<file path="src/rtl/display_mux_n.sv">
// N-digit time-multiplexed common-anode seven-segment driver with frame-latched
// shadows, leading-zero suppression, PWM dimming and an anti-ghost blank per slot.

module display_mux_n_lane #(
    parameter int NUM_DIGITS = 8,
    parameter int IDX        = 0
) (
    input  logic [NUM_DIGITS-1:0][3:0] nibs,
    input  logic                       en,
    input  logic                       dp,
    input  logic                       lz,
    input  logic                       sel,
    input  logic                       gate,
    output logic                       lit,
    output logic                       dp_lit
);
    logic upper_zero;
    logic lz_blank;

    // this digit and every more-significant one are zero
    assign upper_zero = (nibs >> (4 * IDX)) == '0;
    assign lz_blank   = lz && upper_zero && (IDX != 0);
    assign lit        = sel && en && !lz_blank && gate;
    assign dp_lit     = lit && dp;
endmodule

module display_mux_n #(
    parameter int NUM_DIGITS  = 8,
    parameter int REFRESH_DIV = 100000,
    parameter int BRIGHT_W    = 4
) (
    input  logic                    clk,
    input  logic                    reset,
    input  logic [4*NUM_DIGITS-1:0] digits,
    input  logic [NUM_DIGITS-1:0]   dp_in,
    input  logic [NUM_DIGITS-1:0]   digit_en,
    input  logic                    lz_suppress,
    input  logic [BRIGHT_W-1:0]     brightness,
    output logic [NUM_DIGITS-1:0]   AN,
    output logic [6:0]              CA,
    output logic                    DP,
    output logic                    frame_tick
);
    localparam int PW = $clog2(REFRESH_DIV);
    localparam int SW = (NUM_DIGITS > 1) ? $clog2(NUM_DIGITS) : 1;
    localparam logic [PW-1:0] PS_LAST   = PW'(REFRESH_DIV - 1);
    localparam logic [SW-1:0] SLOT_LAST = SW'(NUM_DIGITS - 1);

    typedef struct packed {
        logic [NUM_DIGITS-1:0][3:0] nib;
        logic [NUM_DIGITS-1:0]      dp;
        logic [NUM_DIGITS-1:0]      en;
        logic                       lz;
        logic [BRIGHT_W-1:0]        bright;
    } shadow_t;

    shadow_t               sh;
    logic [PW-1:0]         prescaler;
    logic [SW-1:0]         slot;
    logic [BRIGHT_W-1:0]   pwm_cnt;
    logic                  ps_term;
    logic                  frame_wrap;
    logic                  pwm_on;
    logic                  gate;
    logic [NUM_DIGITS-1:0] lit;
    logic [NUM_DIGITS-1:0] dp_lit;
    logic [3:0]            cur_nib;

    function automatic logic [6:0] seg_decode(input logic [3:0] n);
        case (n)
            4'h0: seg_decode = 7'h40;
            4'h1: seg_decode = 7'h79;
            4'h2: seg_decode = 7'h24;
            4'h3: seg_decode = 7'h30;
            4'h4: seg_decode = 7'h19;
            4'h5: seg_decode = 7'h12;
            4'h6: seg_decode = 7'h02;
            4'h7: seg_decode = 7'h78;
            4'h8: seg_decode = 7'h00;
            4'h9: seg_decode = 7'h10;
            4'hA: seg_decode = 7'h08;
            4'hB: seg_decode = 7'h03;
            4'hC: seg_decode = 7'h46;
            4'hD: seg_decode = 7'h21;
            4'hE: seg_decode = 7'h06;
            default: seg_decode = 7'h0E;
        endcase
    endfunction

    assign ps_term    = prescaler == PS_LAST;
    assign frame_wrap = ps_term && (slot == SLOT_LAST);
    assign pwm_on     = (pwm_cnt < sh.bright) || (&sh.bright);
    // prescaler == 0 is the dark cycle that hides the anode/segment switch
    assign gate       = pwm_on && (prescaler != '0);
    assign cur_nib    = sh.nib[slot];

    for (genvar i = 0; i < NUM_DIGITS; i++) begin : g_lane
        display_mux_n_lane #(
            .NUM_DIGITS(NUM_DIGITS),
            .IDX       (i)
        ) u_lane (
            .nibs  (sh.nib),
            .en    (sh.en[i]),
            .dp    (sh.dp[i]),
            .lz    (sh.lz),
            .sel   (slot == SW'(i)),
            .gate  (gate),
            .lit   (lit[i]),
            .dp_lit(dp_lit[i])
        );
    end

    always_ff @(posedge clk) begin
        if (reset) begin
            prescaler  <= '0;
            slot       <= '0;
            pwm_cnt    <= '0;
            sh         <= '0;
            AN         <= '1;
            CA         <= 7'h7F;
            DP         <= 1'b1;
            frame_tick <= 1'b0;
        end else begin
            prescaler <= ps_term ? '0 : prescaler + 1'b1;
            if (ps_term)
                slot <= (slot == SLOT_LAST) ? '0 : slot + 1'b1;
            // shadows only move at frame wrap so a frame never mixes old and new data
            if (frame_wrap)
                sh <= {digits, dp_in, digit_en, lz_suppress, brightness};
            pwm_cnt    <= pwm_cnt + 1'b1;
            AN         <= ~lit;
            CA         <= (|lit) ? seg_decode(cur_nib) : 7'h7F;
            DP         <= ~(|dp_lit);
            frame_tick <= frame_wrap;
        end
    end
endmodule
</file>
<file path="config.mk">
export PLATFORM = sky130hd
export DESIGN_NAME = display_mux_n
export DESIGN_NICKNAME = d
export VERILOG_FILES = /design/src/rtl/display_mux_n.sv
export SDC_FILE = /design/constraint.sdc
export NUM_CORES = 1
export LEC_CHECK = 0
export CAP_MARGIN = 20
export CORE_ASPECT_RATIO = 1.2
export CORE_MARGIN = 10
export CORE_UTILIZATION = 45
export CTS_CLUSTER_DIAMETER = 100
export DETAILED_ROUTE_END_ITERATION = 8
export GPL_TIMING_DRIVEN = 0
export PLACE_DENSITY = 0.8
export SLEW_MARGIN = 20
export SYNTH_ARGS = -nofsm -noshare
export SYNTH_HDL_FRONTEND = slang
export SYNTH_SLANG_ARGS = --single-unit
</file>
<file path="constraint.sdc">
create_clock -name clk -period 5.8 [get_ports clk]
set_clock_uncertainty 0.1 [all_clocks]
set_input_delay 0.87 -clock clk [delete_from_list [all_inputs] [get_ports clk]]
set_output_delay 0.87 -clock clk [all_outputs]
set_load 0.05 [all_outputs]
</file>
Word level (Yosys, flattened, before mapping)

Memories as Yosys holds them, arrays and structs flattened. A register that Yosys moved wholly into a read port is not among the register bits.
Index checks and enable logic that the tools add are counted.
W data, S select, Z words.

Equal/unequal tests: 8
$add $sub $neg: 3
Order comparisons: 2
Mux-type cells: 3
Bitwise gates (word level): 3
Reduce and logical (&&, ||, !) cells: 62

Operator list:

| kind                    | count |
|---|---|
| $logic_not A32 Y1       | 7 |
| $logic_and A1 B1 Y1     | 40 |
| $add A17 B1 Y17 const B | 1 |
| $eq A17 B17 Y1 const B  | 1 |
| $reduce_bool A17 Y1     | 1 |
| $reduce_or A8 Y1        | 2 |
| $bmux W4 S3             | 1 |
| $eq A3 B3 Y1 const B    | 4 |
| $not A8 Y8              | 1 |
| $logic_not A1 Y1        | 7 |
| $eq A3 B2 Y1 const B    | 2 |
| $add A4 B1 Y4 const B   | 1 |
| $lt A3 B4 Y1 const B    | 1 |
| $lt A4 B4 Y1            | 1 |
| $mux W4                 | 1 |
| $reduce_and A4 Y1       | 1 |
| $reduce_or A2 Y1        | 2 |
| $add A3 B1 Y3 const B   | 1 |
| $eq A3 B1 Y1 const B    | 1 |
| $logic_not A3 Y1        | 1 |
| $mux W3                 | 1 |
| $not A1 Y1              | 2 |
| $logic_or A1 B1 Y1      | 1 |

Memories: 1
ROM bits: 112
Input port bits: 55
Word-level logic and storage cells: 100
Output and inout bits: 17
Flip-flop bits (word level): 87

Memory list:

| memory          | words | width | rd ports | clocked after Yosys merged registers in | write ports | RTL line | RTL |
|---|---|---|---|---|---|---|---|
| (no name shown) | 16    | 7     | 1        | 1                                       | 0           | 70       | `case (n)` |

Depth between registers and ports, before layout

Gate-level depths: netlist of the first run.

Word-level depth: 8
Gate-level depth with buffers: 9
Gate-level depth less buffers: 8

By module

A second synthesis of the first run with hierarchy kept.

Cell total of the unflattened synthesis: 422
Area total of the unflattened synthesis: 4,380.5 µm²

By module, submodules not included:

| module                                 | times used | sequential area each (µm²) | cells an instance | area each (µm²) |
|---|---|---|---|---|
| display_mux_n                          | 1          | 1,881.8                    | 351               | 3,888.7 |
| display_mux_n_lane at g_lane[1].u_lane | 1          | 0.0                        | 14                | 93.8 |
| display_mux_n_lane at g_lane[2].u_lane | 1          | 0.0                        | 13                | 78.8 |
| display_mux_n_lane at g_lane[3].u_lane | 1          | 0.0                        | 11                | 73.8 |
| display_mux_n_lane at g_lane[5].u_lane | 1          | 0.0                        | 8                 | 63.8 |
| display_mux_n_lane at g_lane[4].u_lane | 1          | 0.0                        | 10                | 60.1 |
| display_mux_n_lane at g_lane[6].u_lane | 1          | 0.0                        | 7                 | 56.3 |
| display_mux_n_lane at g_lane[7].u_lane | 1          | 0.0                        | 6                 | 48.8 |
| display_mux_n_lane at g_lane[0].u_lane | 1          | 0.0                        | 2                 | 16.3 |

Worst setup path after synthesis of the first run

Ideal clock, no wire load.

Path kind: register to register
Start: reg slot[1]
End: reg CA[4]
Data required time: 5.550 ns
Slack: 3.418 ns
Library setup time: 0.150 ns
Cell stages (with the launch flop): 9
Period minus slack after synthesis: 2.382 ns
Path buffers: 1
Arrival: 2.131 ns
Cell sequence: dfxtp_1 > buf_4 > mux4_1 > mux2i_2 > inv_1 > ha_1 > mux2_2 > nand2_1 > o2111ai_1

Longest elaborated chain between the ends: 7
Elaborated cells between the ends (all ways): 36
Classes of those cells: eq/ne (7); mux (2); bitwise (1); reduce/logical (26)

RTL lines:

| item                                       | RTL line | RTL |
|---|---|---|
| start, declared                            | 59       | `logic [SW-1:0] slot;` |
| start signal, assigned                     | 126      | `slot <= (slot == SLOT_LAST) ? '0 : slot + 1'b1;` |
| $eq A3 B1 Y1, or another cell as far along | 106      | `.sel (slot == SW'(i)),` |
| $logic_and A1 B1 Y1 (3 in series)          | 23       | `assign lit = sel && en && !lz_blank && gate;` |
| $reduce_or A8 Y1                           | 132      | `CA <= (\|lit) ? seg_decode(cur_nib) : 7'h7F;` |
| $not A1 Y1 (no source line)                | n/a      |  |
| $reduce_or A2 Y1 (no source line)          | n/a      |  |
| end, declared                              | 40       | `output logic [6:0] CA,` |

Parallel ways exist; a longest one is shown, timed or not. The select of a mux whose other input is x is not followed.
A chain may end at the register's enable or synchronous reset.

Final worst setup path of the first run

Start: reg slot[2]
End: reg CA[4]

The elaborated chain is that of the path after synthesis.

==> impl_metrics.yaml, run 1 <==
outcome:
  status: "finished, final reports clean"
worst_hold_path:
  hp-class: "reg -> reg"
floorplan:
  fp.coreArea_sq_mm: 0.00861
  die_w_um: 106
  ios: 72
  start_util: 0.464
  die_y_um: 123
  die-area_sq_mm: 0.0131
  placementRows: 37
setup_path:
  r2r_start: "slot[2]"
  rr_worst_depth: 8
  timing.rr.end: "CA[4]"
  critical_path_class: "reg -> reg"
  worstSetupEndpointType: "flip-flop"
  crit_end: "CA[4]"
  critPathMaxFanout: 10
  worst-endpoint-required_ns: 5.91
  start_kind: "flip-flop"
  crit_start: "slot[2]"
  rrSetupSlack_ns: 3.05
  arrival_ns: 2.86
cts:
  cts_hold_buf: 0
  cts_root_buffer: "clkbuf_8"
  clkLatencyLatePin_ns: 0.38
  htree_levels: 3
  clock-sinks: 94
  cts_tree: "yes"
  cts.repair.resized: 0
  clkSlewWorstSetupHoldPaths_ns: 0.10
  post-cts-setup-buffers: 0
  cts_buffer_depth: 2
  numCtsBuffers: 9
layout:
  final_util: 0.582
  insertedDiodeCount: 0
  finalInstanceArea_sq_mm: 0.00501
  num-fill-cells: 762
  area_growth_pct: 25.4
  fin_nets: 525
  final_layout_size_suffix_gt1_frac: 0.116
synth:
  syn_inst: 371
  synth_area_leaders: "dfxtp_1, a22o_1, ha_1"
  synth_fp_nets: 444
  ys_seq_area_frac: 0.471
  synth_flop_cell: "dfxtp_1"
  ys_seq_elements: 94
  yosysTopAreaCellShare: 0.471
  ys_warn_count: 0
  syn_area_sq_mm: 0.00400
  yosysTopAreaCell: "dfxtp_1"
  ys_types: 54
  syn_avg_cell_area_sq_um: 10.8
  synthArstFlopShare: 0
  synth_edf_count: 0
sta:
  rsz0062_at_grt: "no"
  fin_crit_sh: 0.475
  setup_violations: 0
  hold_viol: 0
  tns_ns: 0
  fin_crit_ns: 2.75
  slew_violations: 0
  max_freq_mhz: 363
  slew_headroom: 0.549
  setup_slack_ns: 3.05
  worstMarginPinSlew_ns: 0.676
grt:
  grt.total_usage: 0.146
  antenna_found_initial: 0
  grt_pass1_wl_mm: 15.5
  grt_pass1_vias: 3295
  grt_max_degree: 16
  overflow: 0
placement:
  place.gp.congestion: 0.869
  io_buffers: 70
  place_hpwl_mm: 7.40
  postPlaceCellArea_sq_mm: 0.00485
  post-place-ws_ns: 3.12
power_and_ir_drop:
  power.leakage_nw: 1.99
  total_power_mw: 1.10
  p_per_area_mw_per_mm2: 219
  peakVddDrop_v: 0.000113
drt:
  drc_errors: 0
  firstDrtPassIters: 5
  vias: 3095
  viasPerCell: 5.39
  drt_first_iter_violations: 203
  finalWirelength_mm: 9.37
  drt-wirelength-per-cell_um: 16.3
  antenna_left: 0
run:
  maxCapViolCount: 0
-- routing by layer --
metal  up-vias  global-route usage  part of all wire
met1      1459               0.160              0.43
li1       1525                   -                 -
met2        98               0.255              0.48
met4         0              0.0568             0.016
met5         -                   0                 0
met3        13              0.0505             0.067
-- final cells by class --
type	instances	area [sq um]	share of cell area
multi-input combinational	246	1960	0.392
sequential	94	1880	0.375
timing repair buffer	70	701	0.140
tap	117	146	0.0292
clock buffer	11	131	0.0262
buffer	18	105	0.0210
inverter	13	48.8	0.00973
clock inverter	5	36.3	0.00724
-- cell usage after synthesis (3+ instances only) --
cell,number
nor3_1,4
nand4_1,3
a21o_1,3
o21ai_0,6
buf_4,7
mux2i_1,7
buf_2,9
inv_1,12
and2_1,3
and3_1,8
mux4_2,7
dfxtp_1,94
nand3_1,15
xnor2_1,8
or4_1,5
a22o_1,53
nand2_1,20
nand2b_1,4
a21oi_1,6
or3_1,4
nor2_1,30
xor2_1,8
ha_1,18
nor4_1,3
-- worst max-delay path, stage by stage, from the launching register on --
cell and delay [ns]:
dfxtp_1 0.38, clkbuf_1 0.42, mux4_1 0.40, mux2i_2 0.40, inv_1 0.15, ha_1 0.26
mux2_2 0.28, nand2_1 0.07, o2111ai_1 0.11
-- power breakdown --
| part | internal, mW | leakage [nW] | switching (mW) |
|---|---|---|---|
| Combinational | 0.0416 | 1.16 | 0.0238 |
| Sequential | 0.648 | 0.759 | 0.00406 |
| Clock | 0.156 | 0.0755 | 0.225 |
-- cells by family after synthesis --
logic type | Yosys count | share of synthesized area
xor+xnor | 16 | 0.0350
buf+inv | 31 | 0.0385
mux | 17 | 0.0698
flops | 94 | 0.471
compound gates | 85 | 0.178
fa+ha+maj | 18 | 0.0563
simple gates | 110 | 0.152
-- cell usage in the layout (no fill, tap or decap), types with 8 or more instances in the layout --
master,count
a22o_1,53
and3_1,8
buf_2,9
clkbuf_8,9
clkdlybuf4s50_1,70
dfxtp_1,94
ha_1,18
inv_1,12
nand2_1,20
nand3_1,15
nor2_1,30
xnor2_1,8
xor2_1,8
-- worst min path at each step --
| stage | from | to | slack, ns | depth (start not counted) |
|---|---|---|---|---|
| CTS | pwm_cnt[0] | pwm_cnt[0] | 0.38 | 1 |
| global placement | pwm_cnt[0] | pwm_cnt[0] | 0.34 | 1 |
| floorplan | pwm_cnt[0] | pwm_cnt[0] | 0.33 | 1 |
| global route | pwm_cnt[0] | pwm_cnt[0] | 0.40 | 1 |
| detailed placement | pwm_cnt[0] | pwm_cnt[0] | 0.35 | 1 |
| finish | pwm_cnt[0] | pwm_cnt[0] | 0.38 | 1 |
-- flip-flops by register name, indices dropped and copies added (netlist names) --
name	flops
AN	8
prescaler	17
sh	53
pwm_cnt	4
DP	1
frame_tick	1
slot	3
CA	7
-- stage by stage --
stage          instances  hold WS, ns
3_5_place_dp         558        0.354
3_3_place_gp         558        0.343
5_1_grt              574        0.401
2_1_floorplan        371        0.325
6_report             574        0.381
4_1_cts              574        0.376
No activity file was read; power rests on OpenSTA's default activity.
==> run 2, diff against run 1 <==
==> constraint.sdc (replaced) <==
create_clock -name clk -period 2.9 [get_ports clk]
set_clock_uncertainty 0.1 [all_clocks]
set_input_delay 0.435 -clock clk [delete_from_list [all_inputs] [get_ports clk]]
set_output_delay 0.435 -clock clk [all_outputs]
set_load 0.05 [all_outputs]
==> run 2 against run 1 <==
Combinational power grew 100%. Global-route usage is the same. Hold slack is essentially flat. Sequential cell count is the same. Register-to-register slack lost 2.8 ns.
==> impl_metrics.yaml, run 2 (synthesis results as in run 1) <==
outcome:
  status: "finished, final reports clean"
setup_path:
  start_kind: "flip-flop"
  rrSetupSlack_ns: 0.23
  worst_path_largest_cell_delay_ns: 0.53
  rr_worst_depth: 8
  critical_path_class: "reg -> reg"
  r2r_start: "slot[0]"
  path_cells: "mux4_2 -> mux2i_1 -> inv_1 -> ha_1 -> nor2_1 -> a21oi_1 -> o21ai_0 -> nand3_1"
  worstSetupEndpointType: "flip-flop"
  critPathMaxFanout: 6
  worst-endpoint-required_ns: 3.05
  timing.rr.end: "CA[3]"
  slowest_stage: "mux4_2"
  arrival_ns: 2.82
layout:
  final_layout_size_suffix_gt1_frac: 0.118
  regMostFlops: "sh"
  top_regs: "sh: 53 flops, prescaler: 17 flops, AN: 8 flops"
  largest_reg_flops: 53
  fin_nets: 525
  num-fill-cells: 757
  insertedDiodeCount: 0
  area_growth_pct: 25.6
  final_common_cell: "dfxtp_1"
  final_cell_mix: "dfxtp_1, clkdlybuf4s50_1, a22o_1"
floorplan:
  die-area_sq_mm: 0.0131
  fp.coreArea_sq_mm: 0.00861
  die_w_um: 106
  ios: 72
  start_util: 0.464
  placementRows: 37
  die_y_um: 123
cts:
  clkLatencyLatePin_ns: 0.38
  htree_levels: 3
  clock-sinks: 94
  clkSlewWorstSetupHoldPaths_ns: 0.10
  cts_tree: "yes"
  cts_root_buffer: "clkbuf_8"
  numCtsBuffers: 9
  post-cts-setup-buffers: 0
  cts_buffer_depth: 2
sta:
  tns_ns: 0
  setup_violations: 0
  slew_violations: 0
  whs_ns: 0.381
  slew_headroom: 0.540
  fin_crit_sh: 0.920
  fin_crit_ns: 2.67
  worstMarginPinSlew_ns: 0.690
  rsz0062_at_grt: "no"
  max_freq_mhz: 375
  hold_viol: 0
placement:
  place.gp.congestion: 0.869
  io_buffers: 70
  place_hpwl_mm: 7.40
grt:
  grt_pass1_vias: 3295
  antenna_found_initial: 0
  grt_max_degree: 16
  overflow: 0
  grt.total_usage: 0.146
  grt_pass1_wl_mm: 15.5
drt:
  antenna_left: 0
  viasPerCell: 5.36
  drt-wirelength-per-cell_um: 16.3
  drc_errors: 0
  drt_first_iter_violations: 178
  vias: 3076
  firstDrtPassIters: 4
  finalWirelength_mm: 9.34
worst_hold_path:
  min_from: "pwm_cnt[0]"
  hp-class: "reg -> reg"
  hold_end: "pwm_cnt[0]"
  hold_depth: 1
power_and_ir_drop:
  p_per_area_mw_per_mm2: 437
  peakVddDrop_v: 0.000225
  total_power_mw: 2.20
  power.leakage_nw: 2.00
run:
  maxCapViolCount: 0
-- run 2: final cells by class --
type,instances,area (sq um),share of cell area
Buffer,18,106,0.0212
Clock buffer,11,131,0.0262
Clock inverter,5,36.3,0.00722
Inverter,13,48.8,0.00971
Multi-Input combinational cell,246,1970,0.393
Sequential cell,94,1880,0.375
Tap cell,117,146,0.0291
Timing Repair Buffer,70,701,0.139
-- run 2: timing repair --
action                     CTS  global route
hold buffers                 0             0
setup endpoints to repair    0             1
resized for setup            0             3
-- run 2: worst max-delay path: cells and delay by family (launching register included) --
family,cells,cell delay [ns]
buffers and inverters,1,0.18
AND/OR/NAND/NOR,2,0.25
AO/OA/AOI/OAI,2,0.19
flip-flops,1,0.49
adder cells (fa/ha/maj),1,0.28
multiplexers,2,1.05
-- run 2: layer usage --
layer / vias to the layer above / part of all wire / track usage
met2: 87 / 0.48 / 0.255
met4: 0 / 0.017 / 0.0568
met5: - / 0 / 0
met1: 1450 / 0.43 / 0.160
li1: 1526 / - / -
met3: 13 / 0.066 / 0.0505
-- run 2: worst max path at each step --
stage | from | endpoint | slack, ns
finish | slot[0] | CA[3] | 0.23
global route | slot[0] | CA[3] | 0.09
CTS | slot[1] | CA[4] | 0.19
detailed placement | slot[1] | CA[4] | 0.22
global placement | slot[1] | CA[4] | 0.27
floorplan | slot[1] | CA[4] | 0.52
-- run 2: metrics by stage --
stage | util | cells | instance area, sq um | setup WS [ns]
after floorplan | - | 371 | 4000 | 0.518
after global placement | 0.563 | 558 | 4850 | 0.272
after detailed placement | 0.563 | 558 | 4850 | 0.221
after CTS | 0.582 | 574 | 5010 | 0.187
after global routing | 0.583 | 574 | 5020 | 0.0932
final | 0.583 | 574 | 5020 | 0.232
-- run 2: power by group --
group | leakage, nW | switching (mW) | internal, mW
Clock | 0.0755 | 0.450 | 0.312
Combinational | 1.16 | 0.0476 | 0.0832
Sequential | 0.759 | 0.00803 | 1.30
